File: config.mk
export PLATFORM = sky130hd
export DESIGN_NAME = cpi_req_link_mgr
export DESIGN_NICKNAME = d
export VERILOG_FILES = /design/src/rtl/cpi_pkg.sv /design/src/rtl/cpi_sync_fifo.sv /design/src/rtl/cpi_req_link_mgr.sv
export SDC_FILE = /design/constraint.sdc
export NUM_CORES = 1
export LEC_CHECK = 0
export ABC_AREA = 1
export BUFFER_PORTS_ARGS = -buffer_cell sky130_fd_sc_hd__buf_2
export CORE_ASPECT_RATIO = 1.5
export CORE_MARGIN = 1.5
export CORE_UTILIZATION = 45
export CTS_CLUSTER_SIZE = 28
export DETAILED_ROUTE_END_ITERATION = 7
export GPL_TIMING_DRIVEN = 0
export PLACE_DENSITY = 0.71
export SYNTH_ARGS = -nofsm -noshare
export SYNTH_HDL_FRONTEND = slang
export SYNTH_SLANG_ARGS = --single-unit
File: constraint.sdc
create_clock -name fm_clk -period 20 [get_ports fm_clk]
set_input_delay 2 -clock fm_clk [delete_from_list [all_inputs] [get_ports fm_clk]]
set_output_delay 2 -clock fm_clk [all_outputs]
set_load 0.005 [all_outputs]
File: src/rtl/cpi_pkg.sv
`default_nettype none
// ============================================================================
//  Module      : cpi_pkg
//  Description : Shared types and default widths for the CPI request-layer
//                link manager (link-state encoding, request beat layout).
//  Revision    : 1.0 - initial release
// ============================================================================
package cpi_pkg;

  localparam int CPI_HDR_W = 128;
  localparam int CPI_PID_W = 4;

  typedef enum logic [1:0] {
    IDLE          = 2'd0,
    CONNECTED     = 2'd1,
    DISCONNECTING = 2'd2,
    FATAL         = 2'd3
  } cpi_link_state_e;

  typedef struct packed {
    logic [CPI_PID_W-1:0] pid;
    logic [CPI_HDR_W-1:0] header;
  } cpi_req_t;

  // States in which the agent sees its connect request acknowledged.
  function automatic logic link_acked(input cpi_link_state_e s);
    return (s == CONNECTED) || (s == DISCONNECTING);
  endfunction

endpackage
`default_nettype wire

File: src/rtl/cpi_sync_fifo.sv
`default_nettype none
// ============================================================================
//  Module      : cpi_sync_fifo
//  Description : Single-clock FIFO with show-ahead read data, flush, and
//                wrap-bit pointers for full/empty detection. A push into a
//                full FIFO is accepted when a pop happens in the same cycle.
//  Revision    : 1.0 - initial release
// ============================================================================
module cpi_sync_fifo #(
  parameter int WIDTH = 132,
  parameter int DEPTH = 8
) (
  input  logic             clk,
  input  logic             rst,
  input  logic             push,
  input  logic             pop,
  input  logic             flush,
  input  logic [WIDTH-1:0] wdata,
  output logic [WIDTH-1:0] rdata,
  output logic             full,
  output logic             empty
);

  localparam int AW = $clog2(DEPTH);

  logic [AW:0]      wr_ptr;
  logic [AW:0]      rd_ptr;
  logic [WIDTH-1:0] mem [DEPTH];
  logic             push_ok;
  logic             pop_ok;

  assign empty   = (wr_ptr == rd_ptr);
  assign full    = (wr_ptr[AW] != rd_ptr[AW]) && (wr_ptr[AW-1:0] == rd_ptr[AW-1:0]);
  assign pop_ok  = pop && !empty;
  assign push_ok = push && (!full || pop_ok);
  assign rdata   = mem[rd_ptr[AW-1:0]];

  // Pointer update; flush and reset both return the FIFO to empty.
  always_ff @(posedge clk) begin
    if (rst || flush) begin
      wr_ptr <= '0;
      rd_ptr <= '0;
    end else begin
      if (push_ok) wr_ptr <= wr_ptr + (AW+1)'(1);
      if (pop_ok)  rd_ptr <= rd_ptr + (AW+1)'(1);
    end
  end

  // Storage write; contents need no reset since pointers gate visibility.
  always_ff @(posedge clk) begin
    if (!rst && !flush && push_ok) mem[wr_ptr[AW-1:0]] <= wdata;
  end

endmodule
`default_nettype wire

File: src/rtl/cpi_req_link_mgr.sv
`default_nettype none
// ============================================================================
//  Module      : cpi_req_link_mgr
//  Description : Agent-side CPI global-layer connect/disconnect FSM with a
//                buffered, credit-throttled A2F->F2A request path, disconnect
//                NACK while traffic drains, sticky fatal and error flags.
//  Revision    : 1.0 - initial release
// ============================================================================
module cpi_req_link_mgr
  import cpi_pkg::*;
#(
  parameter int HDR_W    = CPI_HDR_W,
  parameter int PID_W    = CPI_PID_W,
  parameter int DEPTH    = 8,
  parameter int CRD_INIT = 4
) (
  input  logic             fm_clk,
  input  logic             fm_rst,
  input  logic             a2f_txcon_req,
  output logic             a2f_rxcon_ack,
  output logic             a2f_rxdiscon_nack,
  output logic             a2f_rx_empty,
  input  logic             a2f_fatal,
  input  logic             a2f_req_is_valid,
  input  logic [PID_W-1:0] a2f_req_protocol_id,
  input  logic [HDR_W-1:0] a2f_req_header,
  output logic             f2a_req_is_valid,
  output logic [PID_W-1:0] f2a_req_protocol_id,
  output logic [HDR_W-1:0] f2a_req_header,
  input  logic             f2a_req_crd_rtn,
  output logic             f2a_fatal,
  output logic             err_overflow,
  output logic             err_protocol
);

  localparam int              CW      = $clog2(CRD_INIT + 1);
  localparam int              DW      = PID_W + HDR_W;
  localparam logic [CW-1:0]   CRD_MAX = CW'(CRD_INIT);

  cpi_link_state_e state;
  logic [CW-1:0]   crd;
  logic [DW-1:0]   head;
  logic            fifo_full;
  logic            fifo_empty;
  logic            push_req;
  logic            push_ok;
  logic            pop;
  logic            flush;

  // A fatal beat flushes immediately so the FIFO reads empty in FATAL.
  assign flush        = a2f_fatal || (state == FATAL);
  assign pop          = !fifo_empty && (crd != '0) && (state != FATAL) && !a2f_fatal;
  assign push_req     = a2f_req_is_valid && (state == CONNECTED) && !a2f_fatal;
  assign push_ok      = push_req && (!fifo_full || pop);
  assign a2f_rx_empty = fifo_empty;

  cpi_sync_fifo #(
    .WIDTH (DW),
    .DEPTH (DEPTH)
  ) u_fifo (
    .clk   (fm_clk),
    .rst   (fm_rst),
    .push  (push_req),
    .pop   (pop),
    .flush (flush),
    .wdata ({a2f_req_protocol_id, a2f_req_header}),
    .rdata (head),
    .full  (fifo_full),
    .empty (fifo_empty)
  );

  // Link FSM with registered ack/nack/fatal outputs; fatal overrides all.
  always_ff @(posedge fm_clk) begin
    if (fm_rst) begin
      state             <= IDLE;
      a2f_rxcon_ack     <= 1'b0;
      a2f_rxdiscon_nack <= 1'b0;
      f2a_fatal         <= 1'b0;
    end else if (a2f_fatal || (state == FATAL)) begin
      state             <= FATAL;
      a2f_rxcon_ack     <= 1'b0;
      a2f_rxdiscon_nack <= 1'b0;
      f2a_fatal         <= 1'b1;
    end else begin
      case (state)
        IDLE: begin
          if (a2f_txcon_req) begin
            state         <= CONNECTED;
            a2f_rxcon_ack <= 1'b1;
          end
        end
        CONNECTED: begin
          // A beat accepted this cycle counts as pending traffic.
          if (!a2f_txcon_req) begin
            if (fifo_empty && !push_ok) begin
              state         <= IDLE;
              a2f_rxcon_ack <= 1'b0;
            end else begin
              state             <= DISCONNECTING;
              a2f_rxdiscon_nack <= 1'b1;
            end
          end
        end
        DISCONNECTING: begin
          if (a2f_txcon_req) begin
            state             <= CONNECTED;
            a2f_rxdiscon_nack <= 1'b0;
          end else if (fifo_empty) begin
            state             <= IDLE;
            a2f_rxcon_ack     <= 1'b0;
            a2f_rxdiscon_nack <= 1'b0;
          end
        end
        default: begin
          state <= state;
        end
      endcase
    end
  end

  // Credit counter: a pop and a return in the same cycle cancel out.
  always_ff @(posedge fm_clk) begin
    if (fm_rst) begin
      crd <= CRD_MAX;
    end else if (pop && !f2a_req_crd_rtn) begin
      crd <= crd - CW'(1);
    end else if (!pop && f2a_req_crd_rtn && (crd < CRD_MAX)) begin
      crd <= crd + CW'(1);
    end
  end

  // Forwarded request: one-cycle valid per pop, payload holds otherwise.
  always_ff @(posedge fm_clk) begin
    if (fm_rst) begin
      f2a_req_is_valid    <= 1'b0;
      f2a_req_protocol_id <= '0;
      f2a_req_header      <= '0;
    end else begin
      f2a_req_is_valid <= pop;
      if (pop) begin
        f2a_req_protocol_id <= head[DW-1:HDR_W];
        f2a_req_header      <= head[HDR_W-1:0];
      end
    end
  end

  // Sticky drop flags; beats arriving with or after a fatal drop silently.
  always_ff @(posedge fm_clk) begin
    if (fm_rst) begin
      err_overflow <= 1'b0;
      err_protocol <= 1'b0;
    end else begin
      if (push_req && fifo_full && !pop) err_overflow <= 1'b1;
      if (a2f_req_is_valid && !a2f_fatal && (state != FATAL) && !link_acked(state)) err_protocol <= 1'b1;
      if (a2f_req_is_valid && !a2f_fatal && (state == DISCONNECTING)) err_protocol <= 1'b1;
    end
  end

endmodule
`default_nettype wire

==> parameters.txt <==
Parameter                              Value

GRT
  Number of antenna violations at the first check in global routing ... 38
  All-layer global routing usage ... 25.4%
  Largest net degree at the start of global routing ... 28
  Via count of the first global-routing pass ... 31400
  Wire length of the first global-routing pass ... 196000 um
  Congestion Overflow GR ... 0

CTS
  Count of hold buffers inserted by post-cts repair ... 0
  Number of buffers created by CTS ... 107
  Level count of the clock H-tree ... 3
  Register clock-pin slew on the reported worst setup and hold paths ... 60 ps
  CTS tree ... built
  Clock Latency Late Sink ... 740 ps
  TritonCTS Sinks ... 1207
  Root cell of the clock tree ... clkbuf_16
  CTS resizes ... 0
  Postcts setup bufs ... 0
  Maximum clock path buffer count ... 3

STA
  Tcrit/Tclk final ... 26.3%
  Rel. slew slack ... 8.17%
  Hold slack ... 469 ps
  Clock Skew ... 27.5 ps
  Setup Total Neg Slack ... 0 ps
  Number of hold violations in the final report ... 0
  Unrepaired setup endpoints after global routing ... false
  Pin slew with the least headroom to its limit ... 1380 ps
  Final critical path time including I/O delays and setup ... 5260 ps
  Number of slew-limit violations in the final report ... 0
  Final critical-path setup slack ... 14740 ps
  Highest Clock Rate ... 0.190 GHz
  Setup violation total in the final timing report ... 0

Placement
  Post-Place Worst Slack ... 14090 ps
  Final Wtd Congestion ... 0.814
  DP HPWL ... 91400 um
  Placed Instance Area ... 0.0508 sq mm
  Port Buf Inserts ... 275

Floorplan
  Std-Cell Rows ... 144
  Die Footprint ... 0.105 sq mm
  Effective utilization at floorplan ... 45.2%
  I/O pin cnt ... 277
  Core Box Area ... 0.103 sq mm
  Die Y ... 396 um
  Width of the chip ... 265 um

Drt
  Sum of met3 wire segment lengths after detailed routing ... 12200 um
  Met2 routed wirelength ... 68500 um
  Count of unresolved DRC violations after routing ... 0
  DRC marker count from the first detailed-route iteration ... 3221
  Total routed wire length on the met1 layer ... 47900 um
  Number of nets with antenna violations after detailed routing ... 0
  DR WL/cell ... 24.3 um
  Highest layer used for signal routing ... met5
  Length of the first detailed-routing pass in iterations ... 8
  Number of vias in the routed layout ... 31800
  Number of vias per cell ... 5.72
  Total routed wirelength ... 135000 um

Critical path
  Critical path launch point type ... input port
  Type of element capturing the critical path ... register
  Worst path buffer plus inverter count ... 8
  Cell type group with the largest total delay on the critical path ... simple AND/OR/NAND/NOR gates
  Library cell contributing the largest single delay on the critical path ... nor4_2
  Most used cell along the critical path ... buf_4
  Critical Setup Path Class ... input port to register
  Maximum fanout count along the critical path ... 7
  Required arrival time at the worst endpoint ... 20430 ps
  Data arrival time at the worst-slack endpoint ... 5690 ps
  Cells traversed along the worst timing path ... buf_2 > nor2_1 > inv_1 > nor2_1 > nand2_1 > nor4_2 > buf_4 > buf_4 > buf_4 > buf_4 > buf_4 > buf_4
  CP max stage delay ... 860 ps

Power
  Switching power summed over all nets ... 1050 uW
  Cell area power density ... 94.1 mW/mm^2
  Maximum VDD drop ... 0.0650 mV
  Leak Pwr ... 0.0188 uW
  Power consumption ... 5150 uW
  Comb pwr share ... 2.5%
  Clock share of power ... 44.0%
  Sequential share of power ... 53.5%
  Switch share ... 20.3%
  P_int ... 4100 uW

Yosys
  Proportion of netlist area held by the largest area contributor ... 68.4%
  Top cells by area in the synthesized netlist ... edfxtp_1 68%, nor2_1 7.7%, dfxtp_1 6.5%, o21ai_0 5.7%, o211ai_1 4.2%
  Seq cells post-synth ... 1207
  Most used flip-flop cell after synthesis ... edfxtp_1
  Synthesized area divided by synthesized cell count ... 12.9 sq um
  Seq/Total Area, Yosys ... 74.9%
  Number of enable flip-flop cells after synthesis ... 1056
  Syn_nets ... 3742
  Cell type contributing the most total cell area after synthesis ... edfxtp_1
  Post-synthesis cell area ... 0.0464 sq mm
  Netlist cell types ... 33
  Yosys warning total ... 0
  Number of instances in the synthesized netlist ... 3596
  Async set-reset flop share out of synthesis ... 0%

Min path
  Worst hold path type ... register to register

Final layout
  Fraction of final layout cells with drive strength greater than 1 ... 18.0%
  Cell area after layout ... 0.0547 sq mm
  Most common cell after layout, fill and taps aside ... edfxtp_1
  Number of nets in the layout ... 4278
  Highest-count cells in the layout ignoring fill and taps ... 1056 x edfxtp_1, 949 x nor2_1, 529 x o21ai_0
  Synth-to-layout area growth ... 18.0%

Flow run
  Max-cap violation count ... 0

Status
  Result of the run ... finished, final reports clean
-- layout make-up --
cell class              count  area, sq um
diodes                     10         25.0
plain buffers             251         1420
clock buffers             138         2860
clock inverters            66         1000
fillers                  8342        47800
inverters                  30          118
multi-input cells        2108        10100
flip-flops and latches   1207        34700
well taps                1314         1640
repair buffers            427         2780
-- tightest hold or removal path, cell delays in order (launching register included) --
cell     delay, ps
dfxtp_1        320
nor2_1          40
nor2_1          70
-- flip-flops by register name (all words and copies together) (netlist names), 2 cells and up --
name and cells:
f2a_req_protocol_id 4, state 2, u_fifo.rd_ptr 4, f2a_req_header 128, u_fifo.wr_ptr 4, crd 3
u_fifo.mem 1056
-- layer usage --
layer	global-route usage (%)	vias to the layer above
met5	0	-
met4	12.5	38
met3	4.72	369
met2	44.5	1711
met1	29.8	15400
li1	-	14200
-- per-stage QoR --
step,std cells,utilization [%]
final,5551,53.4
after global routing,5548,53.4
after CTS,5541,53.3
after detailed placement,5337,49.6
after global placement,5185,48.2
after floorplan,3596,-
-- logic make-up (layout without fill, tap and decap cells) --
logic type / count (synthesis) / count (layout) / synth area share [%]
other: 0 / 10 / 0
XOR/XNOR: 2 / 2 / 0.0378
buffers and inverters: 281 / 912 / 3.31
AND/OR/NAND/NOR: 1024 / 1024 / 8.46
adder cells (fa/ha/maj): 8 / 8 / 0.232
AO/OA/AOI/OAI: 1074 / 1074 / 13.0
flip-flops: 1207 / 1207 / 74.9
-- path summary, 6_finish.rpt --
| kind | slack [ps] | cells past startpoint | end | startpoint |
|---|---|---|---|---|
| setup / recovery | 14740 | 12 | u_fifo.mem[1][4]$_DFFE_PP_ | a2f_fatal |
| hold / removal | 470 | 2 | err_protocol$_SDFFE_PP0P_ | err_protocol$_SDFFE_PP0P_ |
| setup reg to reg | 15530 | 12 | u_fifo.mem[1][4]$_DFFE_PP_ | state[0]$_SDFFE_PP0P_ |
| hold reg to reg | 470 | 2 | err_protocol$_SDFFE_PP0P_ | err_protocol$_SDFFE_PP0P_ |
-- cells in the mapped netlist, types with 21 or more instances --
cell         n
buf_6       31
o21ai_1    135
o211ai_1   262
buf_4       37
inv_1       21
dfxtp_1    151
clkbuf_1   105
a21oi_1    145
buf_2       64
nor2_1     950
nand2_1     43
o21ai_0    529
edfxtp_1  1056
-- power by group through the flow --
stage               registers (uW)  logic [uW]  clock network (uW)
global route                  2750         141                2370
detailed placement            2810         127                   0
global placement              2810         122                   0
floorplan                     2810        52.0                   0
finish                        2750         129                2270
CTS                           2750         128                2280
Note: power is estimated with default switching activity, not from simulation.
